$ cat src/rtl/motor_bridge_driver.sv
// motor_bridge_driver
// Back end of the motor command path. It takes the 4-bit direction word and the
// 2-bit enable from the line-following controller and drives a dual H-bridge.
// Each channel has its own PWM duty. A dead time of DEAD_CYCLES clocks, with the
// bridge pair at 00 and the enable low, is inserted on every direction reversal.
// Optional feature: define MOTOR_SOFT_START_EN to ramp the effective duty from 0
// by one step every RAMP_DIV PWM periods after each entry into RUN.
module motor_bridge_driver #(
   parameter int PWM_BITS    = 8,
   parameter int DEAD_CYCLES = 16,
   parameter int RAMP_DIV    = 4
) (
   input  logic                clk,
   input  logic                rst,
   input  logic [3:0]          motorIn,
   input  logic [1:0]          motorEn,
   input  logic [PWM_BITS-1:0] duty_l,
   input  logic [PWM_BITS-1:0] duty_r,
   output logic [3:0]          hb_in,
   output logic [1:0]          hb_en,
   output logic [1:0]          dead_busy
);

   localparam int               CNT_W     = (DEAD_CYCLES > 1) ? $clog2(DEAD_CYCLES) : 1;
   localparam logic [CNT_W-1:0] DEAD_LOAD = CNT_W'(DEAD_CYCLES - 1);

   typedef enum logic [1:0] {
      ST_IDLE = 2'd0,
      ST_RUN  = 2'd1,
      ST_DEAD = 2'd2
   } state_t;

   // Command register: every input is sampled once before the channel FSMs see it
   logic [3:0]          cmd_in_q, cmd_in_d;
   logic [1:0]          cmd_en_q, cmd_en_d;
   logic [PWM_BITS-1:0] duty_l_q, duty_l_d;
   logic [PWM_BITS-1:0] duty_r_q, duty_r_d;
   logic [PWM_BITS-1:0] pwm_cnt_q, pwm_cnt_d;

   // Next values for the command register and the free-running PWM counter
   always_comb begin
      cmd_in_d  = motorIn;
      cmd_en_d  = motorEn;
      duty_l_d  = duty_l;
      duty_r_d  = duty_r;
      pwm_cnt_d = pwm_cnt_q + PWM_BITS'(1);
   end

   // Command and PWM counter flops
   always_ff @(posedge clk or posedge rst) begin
      if (rst) begin
         cmd_in_q  <= '0;
         cmd_en_q  <= '0;
         duty_l_q  <= '0;
         duty_r_q  <= '0;
         pwm_cnt_q <= '0;
      end else begin
         cmd_in_q  <= cmd_in_d;
         cmd_en_q  <= cmd_en_d;
         duty_l_q  <= duty_l_d;
         duty_r_q  <= duty_r_d;
         pwm_cnt_q <= pwm_cnt_d;
      end
   end

   // Per-channel registered outputs, gathered into the packed ports below.
   // Index 1 is the left channel, index 0 the right channel.
   logic [1:0] pair_o [2];
   logic       en_o   [2];
   logic       busy_o [2];

   for (genvar gi = 0; gi < 2; gi++) begin : g_ch
      logic [1:0]          code;
      logic                en_cmd;
      logic                legal;
      logic [PWM_BITS-1:0] duty;
      logic [PWM_BITS-1:0] duty_eff;

      state_t              state_q, state_d;
      logic [1:0]          dir_q, dir_d;
      logic [CNT_W-1:0]    cnt_q, cnt_d;
      logic [1:0]          pair_q, pair_d;
      logic                en_q, en_d;
      logic                busy_q, busy_d;

      assign code   = cmd_in_q[2*gi +: 2];
      assign en_cmd = cmd_en_q[gi];
      assign duty   = (gi == 1) ? duty_l_q : duty_r_q;
      // 00 and 11 are STOP codes and behave exactly like a low enable
      assign legal  = en_cmd && ((code == 2'b01) || (code == 2'b10));

      // Channel FSM: IDLE / RUN / DEAD transitions and the dead-time counter
      always_comb begin
         state_d = state_q;
         dir_d   = dir_q;
         cnt_d   = cnt_q;
         case (state_q)
            ST_IDLE: begin
               if (legal) begin
                  state_d = ST_RUN;
                  dir_d   = code;
               end
            end
            ST_RUN: begin
               if (!legal) begin
                  state_d = ST_IDLE;
               end else if (code != dir_q) begin
                  state_d = ST_DEAD;
                  cnt_d   = DEAD_LOAD;
               end
            end
            ST_DEAD: begin
               if (!legal) begin
                  state_d = ST_IDLE;
                  cnt_d   = '0;
               end else if (cnt_q == '0) begin
                  // Resume with whatever legal direction is commanded now
                  state_d = ST_RUN;
                  dir_d   = code;
               end else begin
                  cnt_d = cnt_q - CNT_W'(1);
               end
            end
            default: begin
               state_d = ST_IDLE;
               cnt_d   = '0;
            end
         endcase
      end

`ifdef MOTOR_SOFT_START_EN
      localparam int RAMP_W = (RAMP_DIV > 1) ? $clog2(RAMP_DIV) : 1;

      logic [PWM_BITS-1:0] duty_eff_q, duty_eff_d;
      logic [RAMP_W-1:0]   ramp_q, ramp_d;
      logic                run_entry;
      logic                ramp_tick;

      assign run_entry = (state_d == ST_RUN) && (state_q != ST_RUN);
      assign ramp_tick = (pwm_cnt_q == '1) && (ramp_q == RAMP_W'(RAMP_DIV - 1));

      // Soft-start ramp: restart at 0 on entering RUN, step every RAMP_DIV wraps
      always_comb begin
         duty_eff_d = duty_eff_q;
         ramp_d     = ramp_q;
         if (run_entry) begin
            duty_eff_d = '0;
            ramp_d     = '0;
         end else if (state_q == ST_RUN) begin
            if (pwm_cnt_q == '1) begin
               ramp_d = ramp_tick ? '0 : ramp_q + RAMP_W'(1);
            end
            if (duty < duty_eff_q) begin
               duty_eff_d = duty;
            end else if (ramp_tick && (duty_eff_q < duty)) begin
               duty_eff_d = duty_eff_q + PWM_BITS'(1);
            end
         end
      end

      // Soft-start ramp flops
      always_ff @(posedge clk or posedge rst) begin
         if (rst) begin
            duty_eff_q <= '0;
            ramp_q     <= '0;
         end else begin
            duty_eff_q <= duty_eff_d;
            ramp_q     <= ramp_d;
         end
      end

      assign duty_eff = duty_eff_d;
`else
      // Without soft start the sampled duty is used directly
      assign duty_eff = duty;
      if (RAMP_DIV < 1) begin : g_ramp_div_unused
      end
`endif

      // Output decode from the next state so the pins line up with the state flops
      always_comb begin
         pair_d = (state_d == ST_RUN) ? dir_d : 2'b00;
         en_d   = (state_d == ST_RUN) && (pwm_cnt_q < duty_eff);
         busy_d = (state_d == ST_DEAD);
      end

      // Channel state and output flops
      always_ff @(posedge clk or posedge rst) begin
         if (rst) begin
            state_q <= ST_IDLE;
            dir_q   <= 2'b00;
            cnt_q   <= '0;
            pair_q  <= 2'b00;
            en_q    <= 1'b0;
            busy_q  <= 1'b0;
         end else begin
            state_q <= state_d;
            dir_q   <= dir_d;
            cnt_q   <= cnt_d;
            pair_q  <= pair_d;
            en_q    <= en_d;
            busy_q  <= busy_d;
         end
      end

      assign pair_o[gi] = pair_q;
      assign en_o[gi]   = en_q;
      assign busy_o[gi] = busy_q;
   end

   assign hb_in     = {pair_o[1], pair_o[0]};
   assign hb_en     = {en_o[1], en_o[0]};
   assign dead_busy = {busy_o[1], busy_o[0]};

endmodule

$ cat config.mk
export PLATFORM = sky130hd
export DESIGN_NAME = motor_bridge_driver
export DESIGN_NICKNAME = d
export VERILOG_FILES = /design/src/rtl/motor_bridge_driver.sv
export SDC_FILE = /design/constraint.sdc
export NUM_CORES = 1
export LEC_CHECK = 0
export ABC_AREA = 1
export CAP_MARGIN = 20
export CORE_ASPECT_RATIO = 0.75
export CORE_MARGIN = 1.5
export CORE_UTILIZATION = 60
export CTS_CLUSTER_SIZE = 12
export DETAILED_ROUTE_END_ITERATION = 16
export PLACE_DENSITY = 0.84
export SLEW_MARGIN = 20
export SYNTH_ARGS = -nofsm -noshare
export SYNTH_HDL_FRONTEND = slang
export SYNTH_SLANG_ARGS = --single-unit
$ cat constraint.sdc
create_clock -name clk -period 2.8 [get_ports clk]
set_input_delay 0.28 -clock clk [delete_from_list [all_inputs] [get_ports clk]]
set_output_delay 0.28 -clock clk [all_outputs]
set_load 0.005 [all_outputs]
==> results by group, run 1 <==
Outcome
  • Status: complete, no violations

Power and ir drop
  • Combinational fraction of design power: around 40%
  • Sw frac: between 30% and 40%
  • Peak VDD IR: a little under 0.6 mV
  • Internal Power: ~1600 µW
  • Lkg Pwr: roughly 0.0018 µW
  • Register share of total power: roughly 40%
  • Clock power frac: 19.9%
  • Sw power: 958.0 µW
  • Pwr dens: just under 800 nW/µm²

Route
  • Via density per instance: 5.132
  • Vias after detailed routing: 2140
  • WL per Instance: between 10 and 15 µm
  • Post-route ant nets: 0
  • Final wirelength: 5.297 mm
  • TritonRoute pass-1 iters: 4
  • First DRT Iteration DRCs: ~200
  • # DRC: 0

Global routing
  • Largest net degree at the start of global routing: 30
  • Vias in the first global route: ~2200
  • Overflow after GRT: 0
  • Gr usage total: 24.00%
  • First-pass GRT wire length: a little over 9 mm
  • Initial antenna violation count: 0

Finish
  • Layout area overhead: 16.75%
  • N_diodes: 0
  • Layout Nets: a little over 400
  • Fillcell total: 327
  • Most frequent cells in the layout: nand2_1 (73), inv_1 (55), dfrtp_1 (54)
  • Post-Layout Cell Count: between 400 and 500
  • Final core occ: roughly three quarters
  • Most common cell after layout, fill and taps aside: nand2_1
  • Share of cells above drive strength 1: roughly 6.7%
  • Fin area: about 3300 µm²

Critical path
  • Reg2reg path depth: 9
  • Worst r2r src: g_ch[1].state_q[1]
  • Element type at the critical path end: register
  • CP Launch Type: register
  • Peak per-stage delay on the critical path: 0.43 ns
  • Reg2reg setup slack: approximately 1.2 ns
  • Largest fanout on the critical path: 5
  • Crit path cell chain: inv_1 > ha_1 > inv_1 > o21ai_0 > nand2_1 > inv_1 > nand2_1 > nand3_1 > nor2_1
  • Slowest cell on crit path: dfrtp_1
  • Worst Setup SP: g_ch[1].state_q[1]
  • Critical path arrival: approximately 1.8 ns
  • Worst Path Class, Setup: reg2reg
  • Cell mode on critical path: inv_1
  • Worst EP required: 3.00 ns
  • Critical R2R Capture: g_ch[1].en_q

Placement
  • Routability cong.: 0.8657
  • Detail Placement HPWL: 4.065 mm
  • DP Cell Count: around 410
  • Placed instance area: between 3000 and 4000 µm²
  • Buffers on Ports: 31

CTS
  • CTS HTree Levels: 2
  • Bufs on Longest Clock Path: 2
  • Clock transition at the registers of the reported paths: 0.09 ns
  • Clk_lat worst skew: roughly 0.31 ns
  • CTS tree: yes
  • Hold-fix buffers, CTS: 0
  • TritonCTS Buffers: 5
  • Post-CTS setup buffers: 0
  • CTS root buf: clkbuf_8
  • CTS Sinks: 54
  • CTS resizes: 0

Yosys
  • Yosys cell types: 25
  • Register area share after synthesis: between 40 and 50%
  • Ys Warns: 0
  • Post-Syn Instances: 323
  • Synthesized area: roughly 2800 µm²
  • Avg Cell Area, Syn: just under 9 µm²
  • Mapped Nets: 374
  • Register bit total from synthesis: 54

STA
  • Worst Max-Slew Pin Slew: between 0.3 and 0.4 ns
  • Clock skew: 0.003597 ns
  • RSZ-0062 raised after global routing: no
  • Final setup viols: 0
  • Tmin final: between 1.5 and 2 ns
  • Slew margin rel.: about three quarters
  • Setup TNS: 0 ns
  • Final period utilization: roughly 57%
  • Peak Freq: ~620 MHz
  • Final Max Slew Viols: 0
  • Final Hold Vio Count: 0

Floorplanning
  • Initial Util: 63.16%
  • Die W: just over 80 µm
  • # rows: 21
  • Die footprint: around 5200 µm²
  • Core Area: approximately 4500 µm²
  • I/O pin count: 32
  • Overall die height: ~63 µm

Worst hold path
  • Min-delay worst type: in2async

Job
  • Max_cap viols: 0
-- state kept, by name, summed over array words and instances (netlist names) --
| register | flops |
|---|---|
| duty_l_q | 8 |
| g_ch.state_q | 4 |
| pwm_cnt_q | 8 |
| g_ch.cnt_q | 8 |
| g_ch.busy_q | 2 |
| g_ch.en_q | 2 |
| duty_r_q | 8 |
| g_ch.dir_q | 4 |
| g_ch.pair_q | 4 |
| cmd_en_q | 2 |
| cmd_in_q | 4 |
-- cell usage after synthesis (all sizes together) --
cell    count  area share [%]
nand3b      1            0.71
xor2        9             2.8
buf         4             1.1
o211ai      4             1.1
a21oi       8             1.4
ha         27              12
o21a        1            0.26
nor2       30             5.2
nand3      25             4.8
a211oi      2            0.53
inv        57             7.5
nand4       2            0.44
dfrtp      54              48
nor3        3            0.53
a31oi       1            0.22
o21ai      15             2.6
xnor2       2            0.62
nand2      78              11
-- per-stage QoR --
step                      worst slack, ns  hold WS, ns  total power [µW]
after detailed placement            1.247       0.4784              2043
after global routing                1.054       0.2313              2768
after CTS                           1.208       0.2177              2571
after global placement              1.280       0.4688              1995
after floorplan                     1.205       0.3114              1776
final                               1.193       0.2081              2555
-- per-layer routing --
| layer | up-vias | wire length, µm | global-route usage, % |
|---|---|---|---|
| li1 | 1078 | - | - |
| met5 | - | 0 | 0 |
| met3 | 10 | 262 | 4.526 |
| met2 | 62 | 2630 | 39.43 |
| met4 | 0 | 106 | 7.839 |
| met1 | 990 | 2298 | 31.71 |
-- critical path, delay by kind of cell, from the launching register on --
kind | cells | cell delay (ns)
buf+inv | 3 | 0.30
simple gates | 4 | 0.37
compound gates | 1 | 0.15
fa+ha+maj | 1 | 0.26
flops | 1 | 0.43
-- worst max path at each step --
stage                    to  slack [ns]  depth (start not counted)
2_1_floorplan   cmd_en_q[0]        1.21                          1
3_3_place_gp   g_ch[1].en_q        1.28                          9
3_5_place_dp   g_ch[1].en_q        1.25                          9
4_1_cts        g_ch[1].en_q        1.21                          9
5_1_grt        g_ch[1].en_q        1.05                          9
6_report       g_ch[1].en_q        1.19                          9
-- power groups by stage --
stage / clock [µW] / sequential (µW) / combinational, µW
after global placement: 0 / 1030 / 965
final: 508 / 1020 / 1020
after detailed placement: 0 / 1030 / 1010
after CTS: 522 / 1020 / 1030
after floorplan: 0 / 1010 / 765
after global routing: 558 / 1040 / 1170
-- kinds of logic (layout without fill, tap and decap cells) --
kind of cell / Yosys count / after routing / share of synthesized area [%]
AND/OR/NAND/NOR: 139 / 139 / 22.35
adder cells (fa/ha/maj): 27 / 27 / 11.90
buffers and inverters: 61 / 98 / 8.598
flip-flops: 54 / 54 / 47.62
AO/OA/AOI/OAI: 31 / 31 / 6.129
XOR/XNOR: 11 / 11 / 3.395
-- final cells by class --
cell class | instances | area, µm² | area share (%)
sequential | 54 | 1351 | 40.79
multi-input combinational | 208 | 1242 | 37.50
timing repair buffer | 33 | 325.3 | 9.819
inverter | 57 | 214.0 | 6.458
tap | 57 | 71.32 | 2.153
clock buffer | 5 | 68.82 | 2.077
clock inverter | 3 | 40.04 | 1.208
Power figures use the tool's default switching activity.
==> run 2: changes to the inputs <==
--- a/config.mk
+++ b/config.mk
@@ -9,10 +9,10 @@
 export CAP_MARGIN = 20
 export CORE_ASPECT_RATIO = 0.75
 export CORE_MARGIN = 1.5
-export CORE_UTILIZATION = 60
+export CORE_UTILIZATION = 50
 export CTS_CLUSTER_SIZE = 12
 export DETAILED_ROUTE_END_ITERATION = 16
-export PLACE_DENSITY = 0.84
+export PLACE_DENSITY = 0.75
 export SLEW_MARGIN = 20
 export SYNTH_ARGS = -nofsm -noshare
 export SYNTH_HDL_FRONTEND = slang
==> constraint.sdc (replaced) <==
create_clock -name clk -period 1.3 [get_ports clk]
set_input_delay 0.13 -clock clk [delete_from_list [all_inputs] [get_ports clk]]
set_output_delay 0.13 -clock clk [all_outputs]
set_load 0.005 [all_outputs]
==> results by group, run 2 (synthesized netlist as in run 1, its figures left out) <==
Placement
  • Buffers on Ports: 31 (unchanged)
  • Detail Placement HPWL: 4.207 mm (was 4.065 mm)
  • Routability cong.: 0.8471 (was 0.8657)
  • Place WS: -0.1563 ns (was 1.247 ns)
  • Placed instance area: 3468 µm² (was 3204 µm²)

CTS
  • CTS root buf: clkbuf_8 (unchanged)
  • Hold-fix buffers, CTS: 0 (unchanged)
  • CTS Sinks: 54 (unchanged)
  • Clk_lat worst skew: 0.30 ns (was 0.31 ns)
  • TritonCTS Buffers: 5 (unchanged)
  • Bufs on Longest Clock Path: 2 (unchanged)
  • Clock transition at the registers of the reported paths: 0.09 ns (about the same)
  • CTS HTree Levels: 2 (unchanged)
  • CTS tree: yes (unchanged)

STA
  • Final Hold Vio Count: 0 (unchanged)
  • Slew margin rel.: 77.43% (was 76.93%)
  • Tmin final: 1.451 ns (was 1.607 ns)
  • RSZ-0062 raised after global routing: yes (was no)
  • Setup ws final: -0.1514 ns (was 1.193 ns)
  • Worst Max-Slew Pin Slew: 0.3350 ns (was 0.3460 ns)
  • Setup TNS: -1.963 ns (was 0 ns)
  • Clock skew: 0.008141 ns (was 0.003597 ns)
  • Hold Worst Slack: 0.09341 ns (was 0.2081 ns)
  • Peak Freq: 689.0 MHz (was 622.3 MHz)
  • Final Max Slew Viols: 0 (unchanged)
  • Final period utilization: 111.6% (was 57.39%)
  • Final setup viols: 22 (was 0)

Floorplanning
  • Die footprint: 6141 µm² (was 5156 µm²)
  • Die W: 89.99 µm (was 82.41 µm)
  • Core Area: 5410 µm² (was 4493 µm²)
  • Initial Util: 52.45% (was 63.16%)
  • I/O pin count: 32 (unchanged)
  • Overall die height: 68.24 µm (was 62.56 µm)
  • # rows: 23 (was 21)

Critical path
  • Element type at the critical path end: register (unchanged)
  • WP buf/inv: 3 (unchanged)
  • Crit path cell chain: inv_2 > ha_4 > inv_2 > o21ai_1 > nand2_1 > inv_2 > nand2_4 > nand3_4 > nor2_1 (was inv_1 > ha_1 > inv_1 > o21ai_0 > nand2_1 > inv_1 > nand2_1 > nand3_1 > nor2_1)
  • Largest delay share family, worst path: flip-flops (unchanged)
  • Worst Path Class, Setup: reg2reg (unchanged)
  • Peak per-stage delay on the critical path: 0.42 ns (was 0.43 ns)
  • CP Launch Type: register (unchanged)
  • Critical path arrival: 1.65 ns (was 1.80 ns)
  • Worst EP required: 1.50 ns (was 3.00 ns)
  • Largest fanout on the critical path: 4 (was 5)
  • Cell mode on critical path: inv_2 (was inv_1)
  • Slowest cell on crit path: dfrtp_1 (unchanged)

Route
  • # DRC: 0 (unchanged)
  • WL per Instance: 13.17 µm (was 12.70 µm)
  • Post-route ant nets: 0 (unchanged)
  • First DRT Iteration DRCs: 150 (was 195)
  • Vias after detailed routing: 2358 (was 2140)
  • TritonRoute pass-1 iters: 4 (unchanged)
  • Final wirelength: 6.244 mm (was 5.297 mm)
  • Via density per instance: 4.975 (was 5.132)

Finish
  • Most common cell after layout, fill and taps aside: nand2_1 (unchanged)
  • Layout Nets: 449 (was 410)
  • Share of cells above drive strength 1: 33.08% (was 6.667%)
  • Layout area overhead: 40.61% (was 16.75%)
  • Most frequent cells in the layout: nand2_1 (63), dfrtp_1 (51), inv_1 (39) (was nand2_1 (73), inv_1 (55), dfrtp_1 (54))
  • N_diodes: 0 (unchanged)
  • Fillcell total: 378 (was 327)
  • Fin area: 3990 µm² (was 3313 µm²)

Global routing
  • First-pass GRT wire length: 9.956 mm (was 9.315 mm)
  • Initial antenna violation count: 0 (unchanged)
  • Gr usage total: 20.60% (was 24.00%)
  • Vias in the first global route: 2227 (was 2157)
  • Largest net degree at the start of global routing: 29 (was 30)
  • Overflow after GRT: 0 (unchanged)

Outcome
  • Violated checks: negative setup slack
  • Status: complete, but fails checks (was complete, no violations)

Power and ir drop
  • Pwr dens: 1680 nW/µm² (was 771.2 nW/µm²)
  • Lkg Pwr: 0.002085 µW (was 0.001764 µW)
  • Final Power: 6705 µW (was 2555 µW)
  • Peak VDD IR: 1.500 mV (was 0.5842 mV)

Job
  • Max_cap viols: 0 (unchanged)

Worst hold path
  • Min-delay worst type: in2async (unchanged)
==> run 2: area by class of cell <==
type,instances,area (µm²),area share [%]
clock buffers,7,76.32,1.913
clock inverters,1,30.03,0.7526
repair buffers,71,661.9,16.59
inverters,57,217.7,5.456
flip-flops and latches,54,1355,33.96
well taps,75,93.84,2.352
multi-input cells,209,1555,38.98
==> run 2: per-layer routing <==
layer | up-vias | global-route usage, % | wire length [µm]
met5 | - | 0 | 0
met4 | 0 | 5.357 | 70
met3 | 10 | 3.889 | 188
met2 | 48 | 37.21 | 3194
met1 | 1139 | 26.07 | 2790
li1 | 1161 | - | -
==> run 2: worst reg2reg max path, delay by kind of cell (launching register included) <==
kind,cells,cell delay [ns]
fa+ha+maj,1,0.17
buf+inv,3,0.26
simple gates,4,0.35
compound gates,1,0.15
flops,1,0.42
==> run 2: worst paths after layout <==
check	start	end	slack, ns	depth (start not counted)
max reg2reg	g_ch[0].state_q[0]	g_ch[0].pair_q[1]	-0.15	9
max in group asynchronous	rst	g_ch[0].state_q[1]	0.82	3
min	rst	g_ch[1].cnt_q[0]	0.09	2
min reg2reg	g_ch[1].cnt_q[3]	g_ch[1].cnt_q[3]	0.50	2
max	g_ch[0].state_q[0]	g_ch[0].pair_q[1]	-0.15	9
min in group clk	duty_l[5]	duty_l_q[5]	0.25	1
==> run 2: what timing repair did <==
item / in CTS / in global routing
gates cloned: 1 / 0
buffers inserted: 5 / 5
gates resized for setup: 33 / 59
pin swaps: 15 / 28
endpoints found under the setup margin: 25 / 29
==> run 2: through the flow <==
step | utilization [%] | std cells
2_1_floorplan | - | 323
3_3_place_gp | 64.11 | 455
3_5_place_dp | 64.11 | 455
4_1_cts | 69.10 | 469
5_1_grt | 73.75 | 474
6_report | 73.75 | 474
==> run 2: report_power, final <==
group / internal [µW] / total [µW] / switching (µW)
Clock: 577 / 1090 / 515
Sequential: 1990 / 2220 / 230
Combinational: 1570 / 3400 / 1830
Total: 4130 / 6710 / 2570
==> run 3: changes to the inputs <==
--- a/config.mk
+++ b/config.mk
@@ -6,7 +6,6 @@
 export NUM_CORES = 1
 export LEC_CHECK = 0
 export ABC_AREA = 1
-export CAP_MARGIN = 20
 export CORE_ASPECT_RATIO = 0.75
 export CORE_MARGIN = 1.5
 export CORE_UTILIZATION = 50
==> results of run 3 <==
The final DEF is identical to that of run 2; final timing and power are the same.
